**src/rtl/decoder_logic_unit.sv**
```systemverilog
// ---------------------------------------------------------------------------
// decoder_logic_unit
//
// Registered N-to-2^N decoder used as a programmable logic-function generator.
// Every accepted select word produces its one-hot decode and f = TT[sel]. TT is
// a 2^N-bit truth-table register. Results leave through a 2-entry skid buffer
// with valid/ready on both sides. in_ready is decoded only from the state
// register, so there is no combinational path from out_ready to in_ready.
//
// Ports
//   clk         in   1      rising-edge clock
//   rst_n       in   1      asynchronous active-low reset
//   cfg_we      in   1      write cfg_tt into TT on this edge
//   cfg_tt      in   OUT_W  new truth table (bit k = f(sel==k))
//   in_valid    in   1      in_sel is valid
//   in_ready    out  1      unit can accept (fewer than two entries held)
//   in_sel      in   SEL_W  select word
//   out_valid   out  1      head entry present
//   out_ready   in   1      downstream accepts the head entry
//   out_onehot  out  OUT_W  1 << sel of the head entry
//   out_f       out  1      TT[sel] captured when the entry was accepted
//   txn_cnt     out  CNT_W  saturating count of completed pops
// ---------------------------------------------------------------------------
module decoder_logic_unit #(
    parameter int                SEL_W      = 2,
    localparam int               OUT_W      = 1 << SEL_W,
    parameter logic [OUT_W-1:0]  DEFAULT_TT = {{(OUT_W-1){1'b0}}, 1'b1},
    parameter int                CNT_W      = 16
) (
    input  logic             clk,
    input  logic             rst_n,
    input  logic             cfg_we,
    input  logic [OUT_W-1:0] cfg_tt,
    input  logic             in_valid,
    output logic             in_ready,
    input  logic [SEL_W-1:0] in_sel,
    output logic             out_valid,
    input  logic             out_ready,
    output logic [OUT_W-1:0] out_onehot,
    output logic             out_f,
    output logic [CNT_W-1:0] txn_cnt
);

    // The state encodes how many entries the buffer holds.
    typedef enum logic [1:0] {
        ST_EMPTY = 2'b00,
        ST_ONE   = 2'b01,
        ST_TWO   = 2'b10
    } state_t;

    state_t             state_r;
    state_t             state_next_s;

    logic [OUT_W-1:0]   tt_r;
    logic [OUT_W-1:0]   main_onehot_r;
    logic               main_f_r;
    logic [OUT_W-1:0]   skid_onehot_r;
    logic               skid_f_r;
    logic [CNT_W-1:0]   txn_cnt_r;

    logic               accept_s;
    logic               pop_s;
    logic               load_new_s;
    logic               load_skid_s;
    logic               load_from_skid_s;
    logic [OUT_W-1:0]   new_onehot_s;
    logic               new_f_s;

    assign in_ready   = (state_r != ST_TWO);
    assign out_valid  = (state_r != ST_EMPTY);
    assign out_onehot = main_onehot_r;
    assign out_f      = main_f_r;
    assign txn_cnt    = txn_cnt_r;

    assign accept_s = in_valid && in_ready;
    assign pop_s    = out_valid && out_ready;

    // The entry reads TT as it was before this edge, so a same-cycle cfg_we
    // only affects accepts from the next cycle on.
    assign new_onehot_s = {{(OUT_W-1){1'b0}}, 1'b1} << in_sel;
    assign new_f_s      = tt_r[in_sel];

    // State register.
    always_ff @(posedge clk or negedge rst_n) begin
        if (!rst_n) begin
            state_r <= ST_EMPTY;
        end else begin
            state_r <= state_next_s;
        end
    end

    // Next-state logic and buffer load controls.
    always_comb begin
        state_next_s     = state_r;
        load_new_s       = 1'b0;
        load_skid_s      = 1'b0;
        load_from_skid_s = 1'b0;
        case (state_r)
            ST_EMPTY: begin
                if (accept_s) begin
                    state_next_s = ST_ONE;
                    load_new_s   = 1'b1;
                end else begin
                    state_next_s = ST_EMPTY;
                end
            end
            ST_ONE: begin
                if (accept_s && !pop_s) begin
                    state_next_s = ST_TWO;
                    load_skid_s  = 1'b1;
                end else if (pop_s && !accept_s) begin
                    state_next_s = ST_EMPTY;
                end else if (accept_s && pop_s) begin
                    state_next_s = ST_ONE;
                    load_new_s   = 1'b1;
                end else begin
                    state_next_s = ST_ONE;
                end
            end
            ST_TWO: begin
                // in_ready is low here, so only a pop can move the state.
                if (pop_s) begin
                    state_next_s     = ST_ONE;
                    load_from_skid_s = 1'b1;
                end else begin
                    state_next_s = ST_TWO;
                end
            end
            default: begin
                state_next_s = ST_EMPTY;
            end
        endcase
    end

    // Head (main) entry. It only changes on a load, so it stays stable while stalled.
    always_ff @(posedge clk or negedge rst_n) begin
        if (!rst_n) begin
            main_onehot_r <= {OUT_W{1'b0}};
            main_f_r      <= 1'b0;
        end else if (load_new_s) begin
            main_onehot_r <= new_onehot_s;
            main_f_r      <= new_f_s;
        end else if (load_from_skid_s) begin
            main_onehot_r <= skid_onehot_r;
            main_f_r      <= skid_f_r;
        end else begin
            main_onehot_r <= main_onehot_r;
            main_f_r      <= main_f_r;
        end
    end

    // Skid entry. It catches an accept that arrives while the head is stalled.
    always_ff @(posedge clk or negedge rst_n) begin
        if (!rst_n) begin
            skid_onehot_r <= {OUT_W{1'b0}};
            skid_f_r      <= 1'b0;
        end else if (load_skid_s) begin
            skid_onehot_r <= new_onehot_s;
            skid_f_r      <= new_f_s;
        end else begin
            skid_onehot_r <= skid_onehot_r;
            skid_f_r      <= skid_f_r;
        end
    end

    // Truth-table register.
    always_ff @(posedge clk or negedge rst_n) begin
        if (!rst_n) begin
            tt_r <= DEFAULT_TT;
        end else if (cfg_we) begin
            tt_r <= cfg_tt;
        end else begin
            tt_r <= tt_r;
        end
    end

    // Completed-transaction counter. It saturates at all-ones instead of wrapping.
    always_ff @(posedge clk or negedge rst_n) begin
        if (!rst_n) begin
            txn_cnt_r <= {CNT_W{1'b0}};
        end else if (pop_s && (txn_cnt_r != {CNT_W{1'b1}})) begin
            txn_cnt_r <= txn_cnt_r + {{(CNT_W-1){1'b0}}, 1'b1};
        end else begin
            txn_cnt_r <= txn_cnt_r;
        end
    end

endmodule
```
**config.mk**
```make
export PLATFORM = sky130hd
export DESIGN_NAME = decoder_logic_unit
export DESIGN_NICKNAME = d
export VERILOG_FILES = /design/src/rtl/decoder_logic_unit.sv
export SDC_FILE = /design/constraint.sdc
export NUM_CORES = 1
export LEC_CHECK = 0
export ABC_AREA = 1
export CAP_MARGIN = 20
export CORE_UTILIZATION = 45
export CTS_CLUSTER_SIZE = 40
export DETAILED_ROUTE_END_ITERATION = 16
export HOLD_SLACK_MARGIN = 0.02
export PLACE_DENSITY = 0.71
export SETUP_SLACK_MARGIN = 0.1
export SYNTH_ARGS = -nofsm -noshare
export SYNTH_HDL_FRONTEND = slang
export SYNTH_SLANG_ARGS = --single-unit
```
**constraint.sdc**
```tcl
create_clock -name clk -period 2.1 [get_ports clk]
set_input_delay 0.315 -clock clk [delete_from_list [all_inputs] [get_ports clk]]
set_output_delay 0.315 -clock clk [all_outputs]
set_load 0.02 [all_outputs]
```
==> results.py <==
metrics = {
    "clock_network": {
        "cts_tree": "yes",
        "clockBufferDepth": 2,
        "clkTransAtPathRegs_ns": 0.07,
        "cts_inserted_buffers": 5,
        "clock-root-buffer": "clkbuf_8",
        "cts-hold-fix-buffers": 0,
        "htreeDepth": 2,
        "cts_sinks": 32,
        "clock_latency_ns": 0.28,
    },
    "power": {
        "sw_frac_of_total_pct": 35.0,
        "p_comb_share_pct": 34.9,
        "p_per_area_nw_per_um2": 1030,
        "power.leakage_nw": 1.01,
        "p_clk_share_pct": 27.3,
        "power_switching_uw": 830,
        "finalPower_mw": 2.37,
        "pwr-share-seq_pct": 37.8,
        "internal-power_mw": 1.54,
        "ir_drop_mv": 0.490,
    },
    "timing": {
        "setup_violations": 0,
        "max_freq_mhz": 533,
        "slew_headroom_pct": 73.4,
        "rsz0062_at_grt": "false",
        "worstMarginPinSlew_ns": 0.399,
        "fin_skew_ns": 0.00598,
        "drv_slew": 0,
        "period_needed_ns": 1.88,
        "tns_ns": 0,
        "holdWs_ns": 0.417,
        "period_share_pct": 89.3,
        "hold_viol": 0,
    },
    "logic_synthesis": {
        "synth_common_cells": "80 x nand2_1, 31 x dfrtp_1, 22 x inv_1",
        "synth_edf_count": 0,
        "netlist.area_leader.share_pct": 43.7,
        "synth_most_common_cell": "nand2_1",
        "synth-warning-count": 0,
        "syn_inst": 227,
        "netlist_area_um2": 1780,
        "ys_seq_elements": 32,
        "netlist-cell-type-count": 27,
        "synth_area_leaders": "dfrtp_1 44%, nand2_1 17%, nand3_1 4.8%",
        "synth_top_area_cell": "dfrtp_1",
        "synth.net_count": 240,
        "synth-main-ff-cell": "dfrtp_1",
        "async_flop_share_pct": 100,
        "yosysSeqAreaShare_pct": 45.1,
        "syn_area_per_cell_um2": 7.83,
    },
    "drt": {
        "vias_per_cell": 5.02,
        "ant_nets": 0,
        "num_vias": 1597,
        "wl_per_cell_um": 11.7,
        "drt_iter0_markers": 78,
        "post-route-drc-count": 0,
        "first_pass_iters": 4,
        "totalWireLength_mm": 3.71,
    },
    "global_route": {
        "antenna_found_initial": 0,
        "grt_pass1_wl_mm": 6.65,
        "grt_remaining_overflow": 0,
        "grt_max_degree": 33,
        "first_global_vias": 1480,
        "grt_usage_pct": 21.0,
    },
    "setup_path": {
        "reg2reg_from": "txn_cnt[0]",
        "end_kind": "output port",
        "r2r-end": "txn_cnt[1]",
        "worstSetupPathType": "reg2out",
        "critPathRequiredTime_ns": 1.78,
        "reg2reg_slack_ns": 0.42,
        "r2r_cells": 8,
        "cp_data_arrival_time_ns": 1.56,
        "cp_max_fo": 5,
        "startpoint_type": "register",
    },
    "flow_run": {
        "maxCapViolations": 0,
    },
    "final_layout": {
        "fin_cells": 318,
        "fin_area_um2": 2300,
        "area_growth_pct": 29.6,
        "num_antenna_cells": 0,
        "final_nets": 282,
        "drive_gt1_share_pct": 12.2,
    },
    "placement": {
        "numPortBuffers": 33,
        "hpwl_mm": 2.70,
        "placed_area_um2": 2170,
        "gp_congestion": 0.799,
        "placed_cells": 310,
    },
    "floorplanning": {
        "core-area_um2": 3720,
        "pin_count": 34,
        "initial_core_util_pct": 47.8,
        "dieArea_um2": 4200,
        "die_h_um": 64.8,
        "rows": 22,
        "die_w_um": 64.8,
    },
    "min_path": {
        "hp-class": "in2async",
    },
    "status": {
        "status": "finished clean",
    },
}
cells in the final DEF, fill, tap and decap left out:
cell and n:
inv_1 22, and2b_2 1, inv_2 3, nor2_1 20, nand4_1 7, xor2_1 1
nand2_4 1, nor2_2 2, nor2_4 4, a22oi_1 1, nand3_1 17, nand2_2 3
mux2_2 3, bufinv_16 1, dfrtp_1 31, xnor2_1 6, a21oi_1 1, nor3_2 1
ha_1 2, a31oi_1 1, buf_4 5, o21ai_1 1, o211ai_1 5, dfstp_2 1
clkbuf_8 7, clkdlybuf4s50_1 33, nand2_1 80, o21ai_0 9, o21ai_4 1
power by group through the flow:
stage | sequential (mW) | combinational, mW | clock, mW
finish | 0.895 | 0.827 | 0.647
detailed placement | 0.904 | 0.829 | 0
global placement | 0.903 | 0.813 | 0
CTS | 0.893 | 0.836 | 0.661
global route | 0.914 | 0.919 | 0.697
floorplan | 0.965 | 0.443 | 0
cell families after synthesis:
| group | Yosys count | synth area share, % |
|---|---|---|
| AOI/OAI and AO/OA | 19 | 6.90 |
| xor gates and xnor gates | 7 | 3.45 |
| adders and majority gates | 2 | 1.41 |
| buffers and inverters | 28 | 6.97 |
| DFF | 32 | 45.1 |
| muxes | 3 | 1.90 |
| and+or+nand+nor | 136 | 34.2 |
timing repair:
item | 4_1_cts | 5_1_grt
buffers inserted | 0 | 0
endpoints found under the setup margin | 0 | 1
resized for setup | 0 | 1
worst max-delay path, stage by stage (launching register included):
cell,delay (ns)
dfrtp_1,0.45
nor2_2,0.21
inv_1,0.07
clkdlybuf4s50_1,0.54
worst max path at each step:
| stage | start | endpoint | slack, ns | cells past startpoint |
|---|---|---|---|---|
| global route | state_r[1] | in_ready | 0.14 | 4 |
| CTS | state_r[1] | in_ready | 0.15 | 4 |
| global placement | out_ready | out_onehot[1] | 0.26 | 9 |
| floorplan | txn_cnt[0] | txn_cnt[4] | 0.42 | 9 |
| detailed placement | out_ready | out_onehot[2] | 0.18 | 9 |
| finish | state_r[0] | in_ready | 0.22 | 3 |
per-stage QoR:
| step | utilization [%] | setup WS (ns) |
|---|---|---|
| CTS | 61.9 | 0.153 |
| global route | 62.0 | 0.141 |
| finish | 62.0 | 0.225 |
| floorplan | - | 0.420 |
| global placement | 58.5 | 0.257 |
| detailed placement | 58.5 | 0.185 |
per-layer routing:
metal  GRT usage (%)  share of wire (%)  vias up
met4            8.89                1.9        0
met3            5.11                5.2        9
met2            31.1                 44       53
li1                -                  -      810
met5               0                  0        -
met1            28.9                 49      725
sequential cells by signal, summed over array words and instances (netlist names):
| name | flops |
|---|---|
| out_f | 1 |
| out_onehot | 4 |
| skid_f_r | 1 |
| skid_onehot_r | 4 |
| state_r | 2 |
| tt_r | 4 |
| txn_cnt | 16 |
cell type report:
| class | count | area, µm² |
|---|---|---|
| Multi-Input combinational cell | 167 | 853 |
| Timing Repair Buffer | 38 | 368 |
| Inverter | 25 | 93.8 |
| Fill cell | 354 | 1410 |
| Clock inverter | 1 | 30.0 |
| Tap cell | 48 | 60.1 |
| Clock buffer | 7 | 96.3 |
| Sequential cell | 32 | 802 |
(Power assumes the default switching activity.)
